File: config.mk
export PLATFORM = sky130hd
export DESIGN_NAME = gj_sequencer
export DESIGN_NICKNAME = d
export VERILOG_FILES = /design/src/rtl/gj_sequencer.sv
export SDC_FILE = /design/constraint.sdc
export NUM_CORES = 1
export LEC_CHECK = 0
export ABC_AREA = 1
export CAP_MARGIN = 5
export CELL_PAD_IN_SITES_DETAIL_PLACEMENT = 1
export CELL_PAD_IN_SITES_GLOBAL_PLACEMENT = 2
export CORE_MARGIN = 10
export CORE_UTILIZATION = 29
export DETAILED_ROUTE_END_ITERATION = 8
export PLACE_DENSITY_LB_ADDON = 0.25
export RECOVER_POWER = 50
export SLEW_MARGIN = 0
export SYNTH_ARGS = -nofsm -noshare
export SYNTH_HDL_FRONTEND = slang
export SYNTH_SLANG_ARGS = --single-unit
File: constraint.sdc
create_clock -name clk -period 5 [get_ports clk]
set_input_delay 0.5 -clock clk [delete_from_list [all_inputs] [get_ports clk]]
set_output_delay 0.5 -clock clk [all_outputs]
set_load 0.01 [all_outputs]
File: src/rtl/gj_sequencer.sv
// gj_sequencer: issues the Gauss-Jordan row-operation stream for an N x N
// inversion to the shared row-op engine, one command at a time.
//
// Ports:
//   clk, reset        clock, synchronous active-high reset
//   start             begin an inversion (sampled only in IDLE)
//   busy              high while a sequence is in progress
//   done              one-cycle pulse at the end of a sequence
//   singular          set with done when a zero pivot aborted the run
//   cmd_valid/ready   command handshake to the engine
//   cmd_op            0=NORM, 1=ELIM, 2=SWAP
//   cmd_pivot/row     pivot row p and target row
//   rsp_valid/zero    engine completion, zero-pivot flag for NORM
//
// Build option: GJ_PIVOT_SWAP_EN enables the row-swap pivot search on a zero
// pivot; without it a zero pivot aborts the run as singular.
//
// state  | meaning
// S_IDLE | waiting for start
// S_ISSUE| cmd_valid high, holding fields until cmd_ready
// S_WAIT | command accepted, waiting for rsp_valid
module gj_sequencer #(
  parameter int N  = 5,
  parameter int RW = 3
) (
  input  logic          clk,
  input  logic          reset,
  input  logic          start,
  output logic          busy,
  output logic          done,
  output logic          singular,
  output logic          cmd_valid,
  input  logic          cmd_ready,
  output logic [1:0]    cmd_op,
  output logic [RW-1:0] cmd_pivot,
  output logic [RW-1:0] cmd_row,
  input  logic          rsp_valid,
  input  logic          rsp_zero
);

  localparam logic [1:0] OP_NORM = 2'd0;
  localparam logic [1:0] OP_ELIM = 2'd1;
`ifdef GJ_PIVOT_SWAP_EN
  localparam logic [1:0] OP_SWAP = 2'd2;
`endif
  localparam int CW = RW + 2;

  typedef enum logic [1:0] {S_IDLE, S_ISSUE, S_WAIT} state_t;
  state_t state;

`ifdef GJ_PIVOT_SWAP_EN
  // Candidate row for the next swap; one bit wider so it can reach N.
  logic [RW:0] swap_s;
`endif

  // Next ELIM target after cmd_row, skipping the pivot row. Computed wide so
  // the row+2 skip cannot wrap when N is a power of two.
  logic [CW-1:0] nxt_row;
  logic [CW-1:0] inc_row;
  logic          row_end;
  logic          last_pivot;
  logic [RW-1:0] first_elim;

  always_comb begin
    inc_row = {2'b00, cmd_row} + CW'(1);
    nxt_row = inc_row;
    if (inc_row == {2'b00, cmd_pivot})
      nxt_row = inc_row + CW'(1);
    row_end    = (nxt_row >= CW'(N));
    last_pivot = (cmd_pivot == RW'(N - 1));
    first_elim = (cmd_pivot == '0) ? RW'(1) : '0;
  end

  always_ff @(posedge clk) begin
    if (reset) begin
      state     <= S_IDLE;
      busy      <= 1'b0;
      done      <= 1'b0;
      singular  <= 1'b0;
      cmd_valid <= 1'b0;
      cmd_op    <= OP_NORM;
      cmd_pivot <= '0;
      cmd_row   <= '0;
`ifdef GJ_PIVOT_SWAP_EN
      swap_s    <= '0;
`endif
    end else begin
      done <= 1'b0;
      case (state)
        S_IDLE: begin
          if (start) begin
            state     <= S_ISSUE;
            busy      <= 1'b1;
            singular  <= 1'b0;
            cmd_valid <= 1'b1;
            cmd_op    <= OP_NORM;
            cmd_pivot <= '0;
            cmd_row   <= '0;
`ifdef GJ_PIVOT_SWAP_EN
            swap_s    <= (RW+1)'(1);
`endif
          end
        end
        S_ISSUE: begin
          if (cmd_ready) begin
            cmd_valid <= 1'b0;
            state     <= S_WAIT;
          end
        end
        S_WAIT: begin
          if (rsp_valid) begin
            state     <= S_ISSUE;
            cmd_valid <= 1'b1;
            case (cmd_op)
              OP_NORM: begin
                if (rsp_zero) begin
`ifdef GJ_PIVOT_SWAP_EN
                  if (swap_s < (RW+1)'(N)) begin
                    cmd_op  <= OP_SWAP;
                    cmd_row <= swap_s[RW-1:0];
                  end else begin
                    state     <= S_IDLE;
                    cmd_valid <= 1'b0;
                    busy      <= 1'b0;
                    done      <= 1'b1;
                    singular  <= 1'b1;
                  end
`else
                  state     <= S_IDLE;
                  cmd_valid <= 1'b0;
                  busy      <= 1'b0;
                  done      <= 1'b1;
                  singular  <= 1'b1;
`endif
                end else begin
                  cmd_op  <= OP_ELIM;
                  cmd_row <= first_elim;
                end
              end
`ifdef GJ_PIVOT_SWAP_EN
              OP_SWAP: begin
                swap_s  <= swap_s + (RW+1)'(1);
                cmd_op  <= OP_NORM;
                cmd_row <= cmd_pivot;
              end
`endif
              default: begin
                if (row_end) begin
                  if (last_pivot) begin
                    state     <= S_IDLE;
                    cmd_valid <= 1'b0;
                    busy      <= 1'b0;
                    done      <= 1'b1;
                  end else begin
                    cmd_op    <= OP_NORM;
                    cmd_pivot <= cmd_pivot + RW'(1);
                    cmd_row   <= cmd_pivot + RW'(1);
`ifdef GJ_PIVOT_SWAP_EN
                    swap_s    <= {1'b0, cmd_pivot} + (RW+1)'(2);
`endif
                  end
                end else begin
                  cmd_row <= nxt_row[RW-1:0];
                end
              end
            endcase
          end
        end
        default: state <= S_IDLE;
      endcase
    end
  end

endmodule

# Word level (Yosys, flattened, before mapping)
# Cells that the tools add are included.
# classes
eq_ne	18
n_reduce_logical	13
n_lt_le_gt_ge	1
n_mux	51
bitwise	2
addsub	3
# ops
operator	n
two-way mux 3 bit	9
two-way mux 1 bit	24
two-way mux 2 bit	10
AND reduction 6 bit	3
!= test 2 bit, second input constant	8
!= test 3 bit, second input constant	5
one-hot mux 3 bit (2 select lines)	2
AND reduction 5 bit	2
one-hot mux 2 bit (3 select lines)	1
adder 4 x 1 -> 5 bit, second input constant	1
>= comparator 5 x 3 -> 1 bit, second input constant	1
two-way mux 5 bit	1
adder 3 x 1 -> 4 bit, second input constant	1
== test 4 x 3 -> 1 bit	1
zero test 2 bit	2
!= test 4 bit, second input constant	1
one-hot mux 1 bit (2 select lines)	2
one-hot mux 2 bit (2 select lines)	1
AND reduction 4 bit	1
adder 3 x 1 -> 3 bit, second input constant	1
== test 3 bit, second input constant	1
zero test 3 bit	1
one-hot mux 1 bit (3 select lines)	1
AND reduction 3 bit	1
6 further kinds	7
# word_totals
regBits	14
inputBits	6
out_inout_bits	12
word_cells	96

# Depth between registers and ports, before layout
# depth
depth_word	8
ltp_mapped	18
mapped_depth_nobuf	17

# Least setup slack after synthesis
# OpenSTA, ideal clock, no wires.
# synth_timing
path_kind	reg2reg
startpoint	register cmd_row[0]
endpoint	register cmd_pivot[2]
t_arrival_ns	2.017
synth_period_minus_slack_ns	2.085
n_path_buf	1
path_stages_with_launch	17
setup_ns	0.068
slack_ns	2.915
t_required_ns	4.932
cell_sequence	dfxtp_1 inv_2 ha_1 xnor2_1 nor2_4 nand2_1 nand2_1 nand2_1 nand2_1 nand2_2 nand2_2 buf_6 inv_2 nand2_2 nand2_2 nand2_1 a21oi_2
# synth_via
elab_chain_cells	6
# synth_rtl
item	line	text
from (decl)	36	output logic [RW-1:0] cmd_row,
from (signal assigned)	137	cmd_row <= first_elim;
from (signal assigned)	157	cmd_row <= cmd_pivot + RW'(1);
from (signal assigned)	163	cmd_row <= nxt_row[RW-1:0];
adder 3 x 1 -> 4 bit (*)	65	inc_row = {2'b00, cmd_row} + CW'(1);
adder 4 x 1 -> 5 bit / == test 4 x 3 -> 1 bit (equally long branches)	68, 67	
two-way mux 5 bit (*)	67	if (inc_row == {2'b00, cmd_pivot})
>= comparator 5 x 3 -> 1 bit (*)	69	row_end = (nxt_row >= CW'(N));
!= test 2 bit (no source line) (*)	n/a	
AND reduction 6 bit (no source line) (*)	n/a	
to (signal assigned)	156	cmd_pivot <= cmd_pivot + RW'(1);
to (decl)	35	output logic [RW-1:0] cmd_pivot,
# Mark *: on every way between the ends. The rest lies on a longest branch, timed or not.
# A chain may end at the register's enable or synchronous reset.

# Worst setup path in the final report
# layout_timing
startpoint	register cmd_row[0]
endpoint	register cmd_row[2]
# layout_via
elab_chain_cells	8
# layout_rtl
item	line	text
adder 3 x 1 -> 4 bit (*)	65	
adder 4 x 1 -> 5 bit / == test 4 x 3 -> 1 bit (equally long branches)	68, 67	
two-way mux 5 bit (*)	67	
>= comparator 5 x 3 -> 1 bit	69	
two-way mux 3 bit	148	if (row_end) begin
two-way mux 3 bit	114	case (cmd_op)
two-way mux 3 bit	111	if (rsp_valid) begin
one-hot mux 3 bit (2 select lines)	89	case (state)
# Mark *: on every way between the ends. The rest lies on a longest branch, timed or not. The select of a mux whose other input is x is not followed.

==> metrics.md <==
| Metric | Value |
|---|---|
| DRT antenna net count | 0 |
| Start of the worst register-to-register path | cmd_row[0] |
| Hold Vio Cnt, Final | 0 |
| FILL cells | 451 |
| Crit path required time | 5180 ps |
| Syn Inst Count | 156 |
| Avg Inst Size Synth | 6.43 um2 |
| Cells after DPL | 214 |
| Sequential-to-total area share from yosys stat | 25.9% |
| First-pass GRT wire length | 4780 um |
| Max rail drop VDD | 0.198 mV |
| Final GP Congestion | 0.841 |
| Min Tclk post-route | 2410 ps |
| CTS buffer count | 3 |
| GR Layer Usage met3 | 2.82% |
| # IOs | 18 |
| Largest net degree at the start of global routing | 12 |
| Element type at the critical path end | register |
| Setup Buffers After CTS | 0 |
| P_leak | 0.577 nW |
| Initial DRC count | 26 |
| Die ar. | 0.00621 mm2 |
| GRT Max-Usage Layer | met2 |
| MaxCap Viol Count | 0 |
| DRC violations left | 0 |
| Commonest cells after routing, fill and taps aside | 43 x nand2_1, 19 x inv_1, 19 x nor2_1 |
| # setup viols final | 0 |
| Crit Path Class | reg2reg |
| Grt total ovfl | 0 |
| Yosys reg bits | 13 |
| Post-DP HPWL | 2390 um |
| Initial antenna violation count | 0 |
| Syn nets | 170 |
| DR vias/cell | 4.71 |
| Setup tns final | 0 ps |
| # diodes | 0 |
| Die Span Y | 78.8 um |
| Synthesized cell area | 0.00100 mm2 |
| Fin crit share | 48.1% |
| Highest clock rate | 416 MHz |
| Clock slew seen by the registers of the worst setup and hold paths | 100 ps |
| DRT Pass-1 Iters | 3 |
| Critical path origin | cmd_row[0] |
| Nets | 187 |
| Core box area | 0.00334 mm2 |
| WL/cell | 12.8 um |
| Number of synthesized flops with an enable pin | 0 |
| Clock skew | 10.9 ps |
| Worst setup SP type | register |
| Die Wd | 78.8 um |
| Critical Path AT | 2590 ps |
| Non-filler cells, final | 218 |
| Starting density of the core | 30.1% |
| Synth warnings | 0 |
| Port bufs | 16 |
| Pwr dens | 548 mW/mm2 |
| H-Tree Depth | 1 |
| CTS tree | built |
| CTS Hold Bufs | 0 |
| Longest Clk Path Bufs | 2 |
| Layout cell share with drive strength beyond 1 | 10.5% |
| PostCTS Resize Cnt | 0 |
| Slew Viols, Final | 0 |
| Hold Path Origin | busy |
| Number of core rows | 21 |
| Most common cell after layout, fill and taps aside | nand2_1 |
| Clk_lat worst skew | 290 ps |
| CP max FO | 11 |
| Total GRT Usage | 9.15% |
| Vias | 1026 |
| Worst hold path class | reg2reg |
| Root buf cell | clkbuf_4 |
| Drt total wl | 2790 um |
| Area Growth Syn to Fin | 21.7% |
| Unrepaired setup endpoints after global routing | no |
| Ys flop type | dfxtp_1 |
| Status | finished clean |
| Async set-reset flop share out of synthesis | 0% |
| CTS sink cnt | 13 |
| Vias in the first global route | 1136 |
| Met1 GRT Util | 9.51% |
| Distinct cells, synth | 31 |
| GR Util met2 | 17.4% |
## routing by layer
layer  vias up  part of all wire [%]
met5         -                     0
met4         0                  0.97
met3         5                   4.3
met2        12                    51
met1       488                    44
li1        521                     -
## synth_stat cells (2+ instances only)
master	count	share of area, %
inv_1	18	6.7
nor2_1	19	7.1
o21ai_0	2	1.0
a21oi_2	4	3.5
o21ai_1	3	1.5
a21oi_1	8	4.0
nand4_1	3	1.9
ha_1	8	10
dfxtp_1	13	26
nand3_2	2	2.0
xnor2_1	2	1.7
nand2_2	4	2.5
nand2_1	43	16
nand3_1	8	4.0
inv_2	3	1.1
## state kept, by name (all words and copies together), names as in the netlist
name	flops
cmd_row	3
cmd_valid	1
singular	1
cmd_pivot	3
busy	1
done	1
state	2
cmd_op	1
## power by group
| group | switching (mW) | leakage (nW) | internal [mW] |
|---|---|---|---|
| combinational | 0.271 | 0.453 | 0.162 |
| sequential | 0.0317 | 0.106 | 0.134 |
| clock | 0.0415 | 0.0177 | 0.0297 |
## kinds of logic (layout without fill, tap and decap cells)
| group | count (synthesis) | after routing | share of synthesized area, % |
|---|---|---|---|
| buffers and inverters | 26 | 42 | 11.0 |
| AO/OA/AOI/OAI | 22 | 22 | 13.6 |
| flip-flops | 13 | 13 | 25.9 |
| AND/OR/NAND/NOR | 83 | 83 | 36.5 |
| XOR/XNOR | 3 | 3 | 2.62 |
| adder cells (fa/ha/maj) | 8 | 8 | 9.98 |
| other | 1 | 1 | 0.374 |
## stage by stage
stage | setup WS (ps) | hold slack (ps) | total power, mW | util (%) | cell area, um2
2_1_floorplan | 2910 | 472 | 0.500 | - | 1000
3_3_place_gp | 2700 | 453 | 0.608 | 35.8 | 1190
3_5_place_dp | 2560 | 469 | 0.621 | 35.8 | 1190
4_1_cts | 2550 | 482 | 0.693 | 36.6 | 1220
5_1_grt | 2310 | 507 | 0.750 | 36.6 | 1220
6_report | 2590 | 474 | 0.670 | 36.6 | 1220
## final cells by class
cell class / count / area [um2] / area share [%]
clock buffer: 3 / 22.5 / 1.84
clock inverter: 1 / 5.00 / 0.410
inverter: 22 / 82.6 / 6.76
multi-input combinational: 117 / 633 / 51.8
sequential: 13 / 260 / 21.3
tap: 46 / 57.6 / 4.71
timing repair buffer: 16 / 160 / 13.1
## critical path, stage by stage, from the launching register on
cell     delay [ps]
dfxtp_1         470
inv_2           100
ha_1            370
xnor2_1         270
nor2_4           80
nand2_1          80
nand2_1          50
nand2_1          90
nand2_1          70
nand2_2          80
nand2_2         150
nand3_1         150
nand3_2         130
nor2_1          160
nor2_1           60
## worst paths after layout
check	slack, ps	to	cells past startpoint
worst max-delay path	2590	cmd_row[2]	14
worst min-delay path	470	busy	2
worst max register to register	2590	cmd_row[2]	14
worst min register to register	470	busy	2
(Power assumes the default switching activity.)
